File: src/rtl/retire_trace_serializer_pkg.sv
// Shared types for the retirement trace serializer: the retired-record payload
// and the widths it is built from.
package retire_trace_serializer_pkg;

    localparam int unsigned XLEN        = 32;
    localparam int unsigned TRACE_SEQ_W = 32;
    localparam int unsigned ISSUE_WIDTH = 2;
    localparam int unsigned LANE_W      = (ISSUE_WIDTH > 1) ? $clog2(ISSUE_WIDTH) : 1;

    typedef struct packed {
        logic [XLEN-1:0]        pc;
        logic [XLEN-1:0]        instr;
        logic [4:0]             rd;
        logic [XLEN-1:0]        rd_data;
        logic                   rd_we;
        logic [XLEN-1:0]        mem_addr;
        logic [XLEN-1:0]        mem_data;
        logic                   mem_wrt;
        logic [LANE_W-1:0]      lane;
        logic [TRACE_SEQ_W-1:0] seq;
    } retire_rec_t;

endpackage

File: src/rtl/retire_trace_serializer_if.sv
// Per-lane retirement bus from the core: the core drives it (master), the
// serializer observes it (slave).
interface retire_trace_serializer_if
    import retire_trace_serializer_pkg::*;
#(
    parameter int unsigned IssueWidth = ISSUE_WIDTH
) ();

    logic [IssueWidth-1:0]           update_i;
    logic [IssueWidth-1:0][XLEN-1:0] pc_i;
    logic [IssueWidth-1:0][XLEN-1:0] instr_i;
    logic [IssueWidth-1:0][4:0]      reg_addr_i;
    logic [IssueWidth-1:0][XLEN-1:0] reg_data_i;
    logic [IssueWidth-1:0][XLEN-1:0] mem_addr_i;
    logic [IssueWidth-1:0][XLEN-1:0] mem_data_i;
    logic [IssueWidth-1:0]           mem_wrt_i;

    modport master (
        output update_i, pc_i, instr_i, reg_addr_i, reg_data_i,
               mem_addr_i, mem_data_i, mem_wrt_i
    );

    modport slave (
        input  update_i, pc_i, instr_i, reg_addr_i, reg_data_i,
               mem_addr_i, mem_data_i, mem_wrt_i
    );

endinterface

File: src/rtl/retire_trace_serializer_rec_fifo.sv
// Multi-write / single-read record FIFO: up to IssueWidth compacted records are
// written per cycle starting at the write pointer, one record is read per pop.
module retire_rec_fifo
    import retire_trace_serializer_pkg::*;
#(
    parameter int unsigned IssueWidth = ISSUE_WIDTH,
    parameter int unsigned Depth      = 8
) (
    input  logic                                 clk_i,
    input  logic                                 rstn_i,
    input  retire_rec_t [IssueWidth-1:0]         wr_data_i,
    input  logic [$clog2(IssueWidth+1)-1:0]      wr_cnt_i,
    input  logic                                 pop_i,
    output retire_rec_t                          head_o,
    output logic                                 head_valid_o,
    output logic [$clog2(Depth+1)-1:0]           level_o
);

    localparam int unsigned PtrW = $clog2(Depth);
    localparam int unsigned LvlW = $clog2(Depth+1);

    retire_rec_t     r_mem [Depth];
    logic [PtrW-1:0] r_wr_ptr;
    logic [PtrW-1:0] r_rd_ptr;
    logic [LvlW-1:0] r_level;
    logic            w_pop;

    // A pop request while empty is ignored.
    assign w_pop        = pop_i & (r_level != '0);
    assign head_valid_o = (r_level != '0);
    assign head_o       = head_valid_o ? r_mem[r_rd_ptr] : '0;
    assign level_o      = r_level;

    always_ff @(posedge clk_i or negedge rstn_i) begin : ptr_level
        if (!rstn_i) begin
            r_wr_ptr <= '0;
            r_rd_ptr <= '0;
            r_level  <= '0;
        end else begin
            r_wr_ptr <= r_wr_ptr + PtrW'(wr_cnt_i);
            r_rd_ptr <= r_rd_ptr + PtrW'(w_pop);
            r_level  <= r_level + LvlW'(wr_cnt_i) - LvlW'(w_pop);
        end
    end

    always_ff @(posedge clk_i) begin : storage
        for (int unsigned i = 0; i < IssueWidth; i++) begin
            if (i < 32'(wr_cnt_i)) begin
                r_mem[r_wr_ptr + PtrW'(i)] <= wr_data_i[i];
            end
        end
    end

endmodule

File: src/rtl/retire_trace_serializer.sv
// Captures per-lane retirement records, compacts them in lane order with
// sequence numbers into a FIFO and streams them out one per cycle.
module retire_trace_serializer
    import retire_trace_serializer_pkg::*;
#(
    parameter int unsigned IssueWidth = ISSUE_WIDTH,
    parameter int unsigned Depth      = 8
) (
    input  logic                          clk_i,
    input  logic                          rstn_i,
    retire_trace_serializer_if.slave      rt,
    output logic                          rec_valid_o,
    input  logic                          rec_ready_i,
    output retire_rec_t                   rec_o,
    output logic [$clog2(Depth+1)-1:0]    level_o,
    output logic                          overflow_o,
    output logic [15:0]                   drop_cnt_o
);

    localparam int unsigned CntW = $clog2(IssueWidth+1);

    logic [IssueWidth-1:0]           w_lane_vld;
    logic [IssueWidth-1:0][CntW-1:0] w_rank;
    retire_rec_t [IssueWidth-1:0]    w_lane_rec;
    retire_rec_t [IssueWidth-1:0]    w_cmp;
    logic [CntW-1:0]                 w_n;
    logic [CntW-1:0]                 w_wr_cnt;
    logic                            w_accept;
    logic                            w_pop;
    logic [16:0]                     w_drop_sum;

    logic [TRACE_SEQ_W-1:0]          r_seq;
    logic                            r_overflow;
    logic [15:0]                     r_drop_cnt;

    assign w_lane_vld = rt.update_i | rt.mem_wrt_i;

    // Build masked per-lane records and rank each valid lane among the valid ones.
    always_comb begin : lane_build
        w_n        = '0;
        w_rank     = '0;
        w_lane_rec = '0;
        for (int k = 0; k < IssueWidth; k++) begin
            w_rank[k]           = w_n;
            w_lane_rec[k].pc    = rt.pc_i[k];
            w_lane_rec[k].instr = rt.instr_i[k];
            if (rt.update_i[k]) begin
                w_lane_rec[k].rd      = rt.reg_addr_i[k];
                w_lane_rec[k].rd_data = rt.reg_data_i[k];
                w_lane_rec[k].rd_we   = 1'b1;
            end
            if (rt.mem_wrt_i[k]) begin
                w_lane_rec[k].mem_addr = rt.mem_addr_i[k];
                w_lane_rec[k].mem_data = rt.mem_data_i[k];
                w_lane_rec[k].mem_wrt  = 1'b1;
            end
            w_lane_rec[k].lane = LANE_W'(k);
            w_lane_rec[k].seq  = r_seq + TRACE_SEQ_W'(w_n);
            if (w_lane_vld[k]) begin
                w_n = w_n + CntW'(1);
            end
        end
    end

    // Compact valid lanes into consecutive write slots, lane 0 first.
    always_comb begin : compact
        w_cmp = '0;
        for (int j = 0; j < IssueWidth; j++) begin
            for (int k = 0; k < IssueWidth; k++) begin
                if (w_lane_vld[k] && (w_rank[k] == CntW'(j))) begin
                    w_cmp[j] = w_lane_rec[k];
                end
            end
        end
    end

    // All-or-nothing acceptance against the registered level; a same-cycle pop is not free space.
    assign w_accept   = (Depth - 32'(level_o)) >= 32'(w_n);
    assign w_wr_cnt   = w_accept ? w_n : '0;
    assign w_pop      = rec_valid_o & rec_ready_i;
    assign w_drop_sum = 17'(r_drop_cnt) + 17'(w_n);

    always_ff @(posedge clk_i or negedge rstn_i) begin : seq_drop
        if (!rstn_i) begin
            r_seq      <= '0;
            r_overflow <= 1'b0;
            r_drop_cnt <= '0;
        end else begin
            r_seq <= r_seq + TRACE_SEQ_W'(w_n);
            if (!w_accept) begin
                r_overflow <= 1'b1;
                r_drop_cnt <= w_drop_sum[16] ? 16'hFFFF : w_drop_sum[15:0];
            end
        end
    end

    assign overflow_o = r_overflow;
    assign drop_cnt_o = r_drop_cnt;

    retire_rec_fifo #(
        .IssueWidth (IssueWidth),
        .Depth      (Depth)
    ) u_fifo (
        .clk_i        (clk_i),
        .rstn_i       (rstn_i),
        .wr_data_i    (w_cmp),
        .wr_cnt_i     (w_wr_cnt),
        .pop_i        (w_pop),
        .head_o       (rec_o),
        .head_valid_o (rec_valid_o),
        .level_o      (level_o)
    );

endmodule

File: src/flat_wrapper.sv
// flat-port wrapper written by rule: the top's interface ports become plain ports
module retire_trace_serializer_flat import retire_trace_serializer_pkg::*;
#(
    parameter int unsigned IssueWidth = ISSUE_WIDTH,
    parameter int unsigned Depth      = 8
)
  (clk_i, rstn_i, rec_valid_o, rec_ready_i, rec_o, level_o, overflow_o, drop_cnt_o, rt_update_i, rt_pc_i, rt_instr_i, rt_reg_addr_i, rt_reg_data_i, rt_mem_addr_i, rt_mem_data_i, rt_mem_wrt_i);
  retire_trace_serializer_if #(.IssueWidth(IssueWidth)) rt_i ();
  input  logic clk_i;
  input  logic rstn_i;
  output logic rec_valid_o;
  input  logic rec_ready_i;
  output retire_rec_t rec_o;
  output logic [$clog2(Depth+1)-1:0] level_o;
  output logic overflow_o;
  output logic [15:0] drop_cnt_o;
  input wire logic [$bits(rt_i.update_i)-1:0] rt_update_i;
  input wire logic [$bits(rt_i.pc_i)-1:0] rt_pc_i;
  input wire logic [$bits(rt_i.instr_i)-1:0] rt_instr_i;
  input wire logic [$bits(rt_i.reg_addr_i)-1:0] rt_reg_addr_i;
  input wire logic [$bits(rt_i.reg_data_i)-1:0] rt_reg_data_i;
  input wire logic [$bits(rt_i.mem_addr_i)-1:0] rt_mem_addr_i;
  input wire logic [$bits(rt_i.mem_data_i)-1:0] rt_mem_data_i;
  input wire logic [$bits(rt_i.mem_wrt_i)-1:0] rt_mem_wrt_i;
  assign rt_i.update_i = rt_update_i;
  assign rt_i.pc_i = rt_pc_i;
  assign rt_i.instr_i = rt_instr_i;
  assign rt_i.reg_addr_i = rt_reg_addr_i;
  assign rt_i.reg_data_i = rt_reg_data_i;
  assign rt_i.mem_addr_i = rt_mem_addr_i;
  assign rt_i.mem_data_i = rt_mem_data_i;
  assign rt_i.mem_wrt_i = rt_mem_wrt_i;
  retire_trace_serializer #(.IssueWidth(IssueWidth), .Depth(Depth)) u_core (.clk_i(clk_i), .rstn_i(rstn_i), .rt(rt_i), .rec_valid_o(rec_valid_o), .rec_ready_i(rec_ready_i), .rec_o(rec_o), .level_o(level_o), .overflow_o(overflow_o), .drop_cnt_o(drop_cnt_o));
endmodule
File: config.mk
export PLATFORM = sky130hd
export DESIGN_NAME = retire_trace_serializer_flat
export DESIGN_NICKNAME = d
export VERILOG_FILES = /design/src/rtl/retire_trace_serializer_pkg.sv /design/src/rtl/retire_trace_serializer_if.sv /design/src/rtl/retire_trace_serializer_rec_fifo.sv /design/src/rtl/retire_trace_serializer.sv /design/src/flat_wrapper.sv
export SDC_FILE = /design/constraint.sdc
export NUM_CORES = 2
export LEC_CHECK = 0
export CORE_MARGIN = 1.5
export CORE_UTILIZATION = 51
export DETAILED_ROUTE_END_ITERATION = 16
export GPL_ROUTABILITY_DRIVEN = 0
export PLACE_DENSITY = 0.73
export SYNTH_ARGS = -nofsm -noshare
export SYNTH_HDL_FRONTEND = slang
export SYNTH_SLANG_ARGS = --single-unit
File: constraint.sdc
create_clock -name clk_i -period 18.2 [get_ports clk_i]
set_input_delay 3.64 -clock clk_i [delete_from_list [all_inputs] [get_ports clk_i]]
set_output_delay 3.64 -clock clk_i [all_outputs]
set_load 0.02 [all_outputs]
==> results_dict.tcl <==
set metrics [dict create \
    yosysSeqAreaShare_pct 58.8 \
    drt-initial-drc-count 7995 \
    p_leak_nw 34.9 \
    slowest_delay_ns 0.92 \
    worstPathRequired_ns 18.62 \
    drv_slew 0 \
    grt_max_degree 176 \
    crit_arrival_ns 10.41 \
    cp.buffers_inverters 6 \
    cts_setup_buffers 0 \
    clockRootBuffer "clkbuf_16" \
    cts.path.max_buffers 3 \
    die-height_um 409 \
    syn_area_sq_mm 0.0842 \
    drv_cap 0 \
    postRouteAntennaNets 0 \
    synth.area.top_cells "edfxtp_1 (57%), mux4_2 (11%), a21oi_1 (8.8%)" \
    cts_tree "yes" \
    nets 7730 \
    hp-class "flop to flop" \
    finClkSkew_ns 0.0279 \
    antenna_found_initial 4 \
    holdWs_ns 0.520 \
    grt_overflow 0 \
    cp-startpoint "rt_mem_wrt_i[0]" \
    initial_core_util_pct 51.6 \
    worstSetupPathType "primary input to flop" \
    min_from "u_core.overflow_o" \
    firstDrtPassIters 6 \
    worstPathMaxFanout 93 \
    synthDistinctLibCells 72 \
    grt_pass1_wl_um 370000 \
    finalCritPeriodShare_pct 54.9 \
    path_clk_slew_ns 0.06 \
    area.growth.synth_to_final_pct 14.2 \
    outcome "finished, final reports clean" \
    routed_wl_um 248000 \
    ys_warn_count 0 \
    postCtsHoldBufs 0 \
    std_cell_rows 148 \
    slew_headroom_pct 13.8 \
    fillCellCount 12896 \
    track_usage_pct 29.0 \
    setup_viol 0 \
    dpl.hpwl_um 139000 \
    yosysTopAreaCell "edfxtp_1" \
    synth_area_per_cell_sq_um 11.7 \
    worstMarginPinSlew_ns 1.29 \
    crit_chain "clkdlybuf4s50_1 -> nor2_1 -> inv_4 -> ha_4 -> inv_1 -> ha_1 -> a221oi_4 -> nand2_1 -> nand3b_1 -> o21ai_4 -> buf_12 -> buf_4 -> buf_4" \
    rsz0062_at_grt "no" \
    final.min_clock_period_ns 9.99 \
    cts.sinks 1659 \
    numCtsBuffers 172 \
    clk_latency_ns 0.81 \
    cpLargestDelayFamily "buffers and inverters" \
    crit_slowest_cell "buf_4" \
    num_vias 61124 \
    crit_path_start_kind "primary input" \
    synthFlopType "edfxtp_1" \
    drc 0 \
    fmax_ghz 0.100 \
    synth_seq_cells 1659 \
    power.total_mw 19.9 \
    postSynthCellCount 7203 \
    vias_per_cell 6.31 \
    reg2reg_from "u_core.u_fifo.level_o[3]" \
    post_drt_wl_per_cell_um 25.6 \
    power.density_mw_per_mm2 207 \
    synth.top_cell.area_share_pct 57.0 \
    crit_top_cell "buf_4" \
    multi_input_area_sq_mm 0.0320 \
    grt_pass1_vias 60140 \
    coreArea_sq_mm 0.163 \
    synth_edf_count 1600 \
    async_flop_share_pct 3.56 \
    cts_resized 0 \
    peakVddDrop_uv 232 \
    dieArea_sq_mm 0.168 \
    port_buffers 558 \
    syn_nets 7566 \
    endpoint_kind "flop" \
    ios 559 \
    hold_viol 0 \
    area.sequential_sq_mm 0.0495 \
    htree_levels 4 \
    die_width_um 409 \
    drive_gt1_share_pct 10.4 \
]
## power breakdown
part	internal (mW)	switching, mW	total, mW
clock network	1.89	1.53	3.42
logic	3.50	5.84	9.34
registers	6.68	0.501	7.18
## routing by layer
metal | vias to the layer above | share of wire [%] | track usage (%)
li1 | 26961 | - | -
met1 | 30017 | 38 | 39.6
met2 | 3629 | 47 | 46.0
met3 | 517 | 9.8 | 4.45
met4 | 0 | 4.5 | 13.2
met5 | - | 0 | 0
## stage by stage
stage / setup WS [ns] / cell area (sq um) / util [%] / TNS [ns] / std cells
2_1_floorplan: -3.07 / 84200 / - / -3668.22 / 7203
3_3_place_gp: 7.42 / 90800 / 55.6 / 0 / 9368
3_5_place_dp: 7.34 / 90800 / 55.6 / 0 / 9368
4_1_cts: 8.20 / 96200 / 58.9 / 0 / 9684
5_1_grt: 7.89 / 96200 / 58.9 / 0 / 9685
6_report: 8.21 / 96200 / 58.9 / 0 / 9685
## registers in the layout (all words and copies together) (netlist names)
register	cells
u_core.u_fifo.r_mem	1600
u_core.r_seq	32
u_core.u_fifo.r_rd_ptr	3
u_core.u_fifo.r_wr_ptr	3
u_core.overflow_o	1
u_core.drop_cnt_o	16
u_core.u_fifo.level_o	4
## path summary, 6_finish.rpt
path	endpoint	slack, ns	cells after the start
setup / recovery	u_core.u_fifo.r_mem[3][120]	8.21	13
hold / removal	u_core.overflow_o	0.52	1
setup reg to reg	u_core.u_fifo.r_mem[3][120]	12.32	8
hold reg to reg	u_core.overflow_o	0.52	1
max in group asynchronous	u_core.u_fifo.r_rd_ptr[1]	14.60	2
min in group asynchronous	u_core.drop_cnt_o[5]	2.99	2
## cells in the mapped netlist, types with 6 or more instances
cell type / count
nor2_1: 1714
edfxtp_1: 1600
a21oi_1: 1488
mux4_2: 400
clkbuf_1: 397
nand2_1: 331
mux2i_1: 306
buf_2: 170
a22oi_1: 80
o21ai_1: 73
and3_1: 72
dfrtp_1: 59
buf_1: 54
a22o_1: 39
xnor2_1: 39
buf_4: 36
nor3_1: 29
o21ai_0: 23
ha_1: 22
inv_1: 22
nand2b_1: 19
nand3_1: 19
nand4_1: 18
a31oi_1: 17
and2_1: 17
xor2_1: 16
nor4_1: 15
or4_1: 11
or3_1: 7
buf_6: 6
nor2b_1: 6
o31ai_1: 6
## kinds of logic after synthesis
kind of cell,after synthesis,synth area share [%]
xor gates and xnor gates,55,0.572
AOI/OAI and AO/OA,1777,11.3
muxes,713,14.4
buffers and inverters,687,3.53
adders and majority gates,26,0.422
DFF,1659,58.8
and+or+nand+nor,2286,11.0
## layout make-up
| cell class | count | share of cell area [%] |
|---|---|---|
| multi-input combinational | 4857 | 33.3 |
| timing repair buffer | 655 | 6.75 |
| antenna | 1 | 0.00260 |
| tap | 2175 | 2.83 |
| sequential | 1659 | 51.5 |
| clock inverter | 89 | 0.854 |
| inverter | 22 | 0.0884 |
| clock buffer | 227 | 4.74 |
## placed cells by master, fill, tap and decap left out, types with 20 or more instances in the layout
cell / n
a22oi_1: 80
inv_1: 21
clkbuf_1: 52
nor3_1: 29
a21oi_1: 1486
ha_1: 20
buf_4: 82
clkinv_1: 42
mux4_2: 400
edfxtp_1: 1600
mux2i_1: 306
xnor2_1: 39
clkbuf_16: 174
nor2_1: 1714
dfrtp_1: 56
clkdlybuf4s50_1: 556
a22o_1: 39
o21ai_1: 73
nand2_1: 331
and3_1: 72
Note: power is estimated with default switching activity, not from simulation.
